## src/rtl/cnt_share_arbiter.sv

```systemverilog
// Round-robin owner of a shared 4-bit up/down counter: grants one N-step run at a
// time, drives the counter enables, stops at the counter limits and reports the result.
module cnt_share_arbiter #(
    parameter int          LEN_W   = 4,
    parameter logic [3:0]  CNT_MAX = 4'd15
) (
    input  logic             clk,
    input  logic             rst,
    input  logic             req0,
    input  logic             req1,
    input  logic             dir0,
    input  logic             dir1,
    input  logic [LEN_W-1:0] len0,
    input  logic [LEN_W-1:0] len1,
    input  logic [3:0]       cnt_val,
    output logic             gnt0,
    output logic             gnt1,
    output logic             done0,
    output logic             done1,
    output logic             sat,
    output logic [LEN_W-1:0] steps,
    output logic             up_cnt_en,
    output logic             down_cnt_en,
    output logic             busy,
    output logic             owner
);

    // state | meaning
    // IDLE  | waiting for a request; gnt is combinational here
    // RUN   | one enable per cycle until rem runs out or a limit is reached
    // DONE  | one-cycle done pulse for the owner; round-robin pointer advances
    typedef enum logic [1:0] {IDLE, RUN, DONE} state_t;

    state_t           r_state;
    state_t           w_state_nxt;
    logic             r_ptr;
    logic             r_owner;
    logic             r_dir;
    logic             r_sat;
    logic [LEN_W-1:0] r_rem;
    logic [LEN_W-1:0] r_steps;

    logic w_any;
    logic w_win;
    logic w_limit;
    logic w_en;
    logic w_rem_zero;

    always_comb begin
        w_any      = req0 | req1;
        // only one requester: it wins; both: the pointer decides
        w_win      = (req0 && req1) ? r_ptr : req1;
        w_limit    = r_dir ? (cnt_val == CNT_MAX) : (cnt_val == 4'd0);
        w_rem_zero = (r_rem == '0);
        w_en       = (r_state == RUN) && !w_rem_zero && !w_limit;

        gnt0        = (r_state == IDLE) && w_any && !w_win;
        gnt1        = (r_state == IDLE) && w_any &&  w_win;
        // reset gates the enables so an aborted run stops the counter immediately
        up_cnt_en   = rst && w_en &&  r_dir;
        down_cnt_en = rst && w_en && !r_dir;
        done0       = (r_state == DONE) && !r_owner;
        done1       = (r_state == DONE) &&  r_owner;
        busy        = (r_state != IDLE);
        owner       = r_owner;
        steps       = r_steps;
        sat         = r_sat;

        w_state_nxt = r_state;
        case (r_state)
            IDLE: if (w_any) w_state_nxt = RUN;
            RUN: begin
                if (w_rem_zero || w_limit || ((r_rem == LEN_W'(1)) && w_en))
                    w_state_nxt = DONE;
            end
            DONE:    w_state_nxt = IDLE;
            default: w_state_nxt = IDLE;
        endcase
    end

    always_ff @(posedge clk) begin
        if (!rst) begin
            r_state <= IDLE;
            r_ptr   <= 1'b0;
            r_owner <= 1'b0;
            r_dir   <= 1'b0;
            r_sat   <= 1'b0;
            r_rem   <= '0;
            r_steps <= '0;
        end else begin
            r_state <= w_state_nxt;
            case (r_state)
                IDLE: begin
                    if (w_any) begin
                        r_owner <= w_win;
                        r_dir   <= w_win ? dir1 : dir0;
                        r_rem   <= w_win ? len1 : len0;
                        r_steps <= '0;
                        r_sat   <= 1'b0;
                    end
                end
                RUN: begin
                    if (w_en) begin
                        r_rem   <= r_rem - LEN_W'(1);
                        r_steps <= r_steps + LEN_W'(1);
                    end
                    if (w_limit && !w_rem_zero)
                        r_sat <= 1'b1;
                end
                DONE:    r_ptr <= ~r_owner;
                default: ;
            endcase
        end
    end

endmodule

```

## config.mk

```make
export PLATFORM = sky130hd
export DESIGN_NAME = cnt_share_arbiter
export DESIGN_NICKNAME = d
export VERILOG_FILES = /design/src/rtl/cnt_share_arbiter.sv
export SDC_FILE = /design/constraint.sdc
export NUM_CORES = 1
export LEC_CHECK = 0
export ABC_AREA = 1
export CAP_MARGIN = 0
export CORE_UTILIZATION = 47
export CTS_CLUSTER_DIAMETER = 60
export DETAILED_ROUTE_END_ITERATION = 10
export PLACE_DENSITY = 0.83
export SYNTH_ARGS = -nofsm -noshare
export SYNTH_HDL_FRONTEND = slang
export SYNTH_SLANG_ARGS = --single-unit
```

## constraint.sdc

```tcl
create_clock -name clk -period 2 [get_ports clk]
set_input_delay 0.3 -clock clk [delete_from_list [all_inputs] [get_ports clk]]
set_output_delay 0.3 -clock clk [all_outputs]
set_load 0.02 [all_outputs]
```

==> results_tabular.tex <==
\begin{tabular}{lr}
\hline
Metric & Value \\
\hline
\multicolumn{2}{l}{\textbf{Synthesis}} \\
Cell with the most instances after synthesis & sky130\_fd\_sc\_hd\_\_nand2\_1 \\
Cell area after synthesis & between 900 and 1000 µm² \\
Synth Area per Inst & about 6.1 µm² \\
Prevailing post-synth register cell & sky130\_fd\_sc\_hd\_\_dfxtp\_1 \\
Register bit total from synthesis & 14 \\
Unique cell type count in the Yosys netlist & 21 \\
Library cell occupying the most area in the post-synthesis netlist & sky130\_fd\_sc\_hd\_\_dfxtp\_1 \\
Sequential share of the synthesized area & between 30\% and 40\% \\
Leading post-synthesis cells by cell area & sky130\_fd\_sc\_hd\_\_dfxtp\_1 (31\%), sky130\_fd\_sc\_hd\_\_nand2\_1 (19\%), sky130\_fd\_sc\_hd\_\_nor2\_1 (10\%) \\
Most common library cells after synthesis & sky130\_fd\_sc\_hd\_\_nand2\_1 (46), sky130\_fd\_sc\_hd\_\_nor2\_1 (25), sky130\_fd\_sc\_hd\_\_inv\_1 (19), sky130\_fd\_sc\_hd\_\_nand3\_1 (16), sky130\_fd\_sc\_hd\_\_dfxtp\_1 (14) \\
Syn nets & between 150 and 200 \\
Post-synth ARST share & 0\% \\
Synth Warn \# & 0 \\
Post-synthesis instance total & $\sim$150 \\
Area share of the largest cell type after synthesis & a little under a third \\
Number of flops mapped to enable cells by yosys & 0 \\
\multicolumn{2}{l}{\textbf{Worst setup path}} \\
Number of stages on the worst setup path & 10 \\
Number of cells traversed by the worst register-to-register path & 11 \\
Crit path capture type & primary output \\
Data required time of the critical path & 1.70 ns \\
End of the worst register-to-register path & r\_rem[3]\$\_SDFFE\_PN0P\_ \\
Arrival time of data at the critical path endpoint & about 1.6 ns \\
Worst stage delay on the critical path & 0.35 ns \\
Bufs and invs on worst path & 5 \\
Critical path's most frequent cell & sky130\_fd\_sc\_hd\_\_inv\_1 \\
Worst reg2reg startpoint & r\_rem[0]\$\_SDFFE\_PN0P\_ \\
CP startpoint & r\_rem[0]\$\_SDFFE\_PN0P\_ \\
Critical path startpoint category & register \\
Delay-heaviest family, CP & buffers and inverters \\
Maximum fanout along the worst path & 3 \\
Type of the worst setup path & reg2out \\
End point of the critical path & up\_cnt\_en \\
Slowest stage cell on the critical path & sky130\_fd\_sc\_hd\_\_dfxtp\_1 \\
Cells traversed along the worst timing path & inv\_1, ha\_1, inv\_1, nand3\_1, nand2\_2, nand3\_4, inv\_2, nand3\_1, inv\_1, buf\_2 \\
Reg2Reg Setup Slack & approximately 0.45 ns \\
\multicolumn{2}{l}{\textbf{Final layout}} \\
Synth-to-layout area growth & 52.4\% \\
Layout filler cell count & $\sim$150 \\
Fin util & 77.8\% \\
Ant. Diodes & 0 \\
Net count reported at finish & around 220 \\
Ratio of cells with drive above 1 in the final layout & between 10\% and 20\% \\
\multicolumn{2}{l}{\textbf{Pwr}} \\
Switching share of power & between 40\% and 50\% \\
Combinational share of power & about three fifths \\
Internal power component & between 800 and 900 µW \\
Clock network fraction of total power & between 10\% and 20\% \\
Areal power density over the cells & 1120 nW/µm² \\
Part of the total power dissipated in sequential elements & $\sim$28\% \\
Worst-case vdd ir drop & 0.817 mV \\
Leakage & about 0.7 nW \\
Total chip power & approximately 1.5 mW \\
Reported net switching power & 667 µW \\
\multicolumn{2}{l}{\textbf{GRT}} \\
Total overflow reported by the global router & 0 \\
Maximum number of pins on one net before global-route repair & 10 \\
GRT Total Usage & 22.7\% \\
Wire length of the first global-routing pass & 3510 µm \\
Antenna violations before repair & 0 \\
Via count of the first global-routing pass & a little over 900 \\
\multicolumn{2}{l}{\textbf{Placed design}} \\
I/O Buffers & 30 \\
HPWL after detailed placement & 1900 µm \\
Final RePlAce weighted congestion & between 0.8 and 0.9 \\
\multicolumn{2}{l}{\textbf{CTS}} \\
TritonCTS clock tree & done \\
Later-pin clock latency in the skew report & between 0.2 and 0.3 ns \\
Total CTS buffers & 3 \\
Clk pin slew, worst setup/hold paths & roughly 0.09 ns \\
Clock root buffer master & sky130\_fd\_sc\_hd\_\_clkbuf\_4 \\
H-tree lvl count & 1 \\
Number of buffers added to fix hold violations after cts & 0 \\
Number of buffers on the longest clock path & 2 \\
Clock net sink count & 14 \\
\multicolumn{2}{l}{\textbf{Floorplanning}} \\
Floorplan core area & between 1500 and 2000 µm² \\
Initial cell density of the core & roughly half \\
Die W & 45.8 µm \\
Cell row count & 15 \\
Top-level port count & 31 \\
Total Die Area & approximately 2100 µm² \\
Die Height & around 46 µm \\
\multicolumn{2}{l}{\textbf{Flow run}} \\
Max cap viols & 0 \\
\multicolumn{2}{l}{\textbf{Route}} \\
Number of violations reported at the end of detailed-routing iteration 0 & 36 \\
Aggregate routed wire length & between 2000 and 2500 µm \\
Number of antenna-violating nets in the routed design & 0 \\
Total number of vias & 1085 \\
Detailed-routing iteration count for the pre-antenna-repair pass & 4 \\
Number of DRC violations after detailed routing & 0 \\
Avg WL per Cell & approximately 10 µm \\
Avg Vias per Cell & roughly 5 \\
\multicolumn{2}{l}{\textbf{Timing}} \\
Post-route worst hold slack & 0.482 ns \\
Clock tree skew after final layout & approximately 0.004 ns \\
Highest Clock Rate & around 530 MHz \\
Unrepaired setup endpoints after global routing & no \\
Worst-case headroom to the max-slew limit & 83.4\% \\
Actual transition at the worst max-transition pin & $\sim$0.25 ns \\
Fin crit share & a little over nine tenths \\
Final setup viols & 0 \\
Post-Route Setup TNS & 0 ns \\
Max-slew violation total from the final report & 0 \\
Final Critical Period & approximately 1.9 ns \\
Final hold violations & 0 \\
\multicolumn{2}{l}{\textbf{Run status}} \\
Result of the run & completed \\
\multicolumn{2}{l}{\textbf{Min path}} \\
Worst min-delay path category & reg2reg \\
\hline
\end{tabular}
## flip-flops by register name, summed over array words and instances (netlist names)
| name | count |
|---|---|
| steps | 4 |
| sat | 1 |
| r_rem | 4 |
| owner | 1 |
| r_ptr | 1 |
| r_state | 2 |
| r_dir | 1 |
## power groups by stage
stage | registers [mW] | logic [mW] | clock network, mW
2_1_floorplan | 0.462 | 0.522 | 0
3_3_place_gp | 0.426 | 0.900 | 0
3_5_place_dp | 0.431 | 0.926 | 0
4_1_cts | 0.424 | 0.922 | 0.208
5_1_grt | 0.437 | 1.01 | 0.221
6_report | 0.425 | 0.911 | 0.205
## layer usage
| layer | up-vias | routed length [µm] | track usage [%] |
|---|---|---|---|
| li1 | 553 | - | - |
| met1 | 489 | 978 | 25.9 |
| met2 | 43 | 1170 | 44.9 |
| met3 | 0 | 149 | 2.78 |
| met4 | 0 | 0 | 3.53 |
| met5 | - | 0 | 0 |
## worst min path at each step
stage	startpoint	to	slack, ns	cells past startpoint
global route	r_ptr$_SDFFE_PN0N_	r_ptr$_SDFFE_PN0N_	0.50	2
floorplan	r_ptr$_SDFFE_PN0N_	r_ptr$_SDFFE_PN0N_	0.44	2
CTS	r_ptr$_SDFFE_PN0N_	r_ptr$_SDFFE_PN0N_	0.48	2
global placement	sat$_SDFFE_PN0P_	sat$_SDFFE_PN0P_	0.45	2
finish	r_ptr$_SDFFE_PN0N_	r_ptr$_SDFFE_PN0N_	0.48	2
detailed placement	r_ptr$_SDFFE_PN0N_	r_ptr$_SDFFE_PN0N_	0.46	2
## cells in the final DEF (no fill, tap or decap), drive strengths merged
cell,n
dfxtp,14
nand3,17
o21ai,2
nand3b,2
nor2,26
nor3,1
clkdlybuf4s50,26
inv,22
ha,3
a21oi,5
dlygate4sd2,2
o211ai,1
nand4,1
nand2,50
buf,18
a211oi,1
clkbuf,4
or2,1
## layout make-up
cell class              instances  area [µm²]  area share [%]
multi-input cells             110         534            38.9
repair buffers                 46         408            29.7
flip-flops and latches         14         280            20.4
inverters                      22        82.6            6.02
clock buffers                   4        36.3            2.64
well taps                      25        31.3            2.28
## kinds of logic after synthesis
logic type	share of synthesized area, %
flops	31.1
compound gates	6.53
simple gates	48.6
buf+inv	9.58
fa+ha+maj	4.17
## metrics by stage
stage               std cells  instance area [µm²]  worst slack (ns)
floorplan                 147                  901             0.279
global placement          217                 1350            -0.107
detailed placement        217                 1350            -0.164
CTS                       221                 1390           0.00547
global route              221                 1370           0.00185
finish                    221                 1370             0.118
## worst min-delay path, delay by kind of cell, from the launching register on
kind / cells / cell delay, ns
AO/OA/AOI/OAI: 1 / 0.07
buffers and inverters: 1 / 0.06
flip-flops: 1 / 0.31
## what timing repair did
item,4_1_cts,5_1_grt
setup buffers,0,0
hold endpoints to repair,0,0
endpoints found under the setup margin,4,2
pin swaps,0,0
gates resized for setup,9,2
Note: power is estimated with default switching activity, not from simulation.
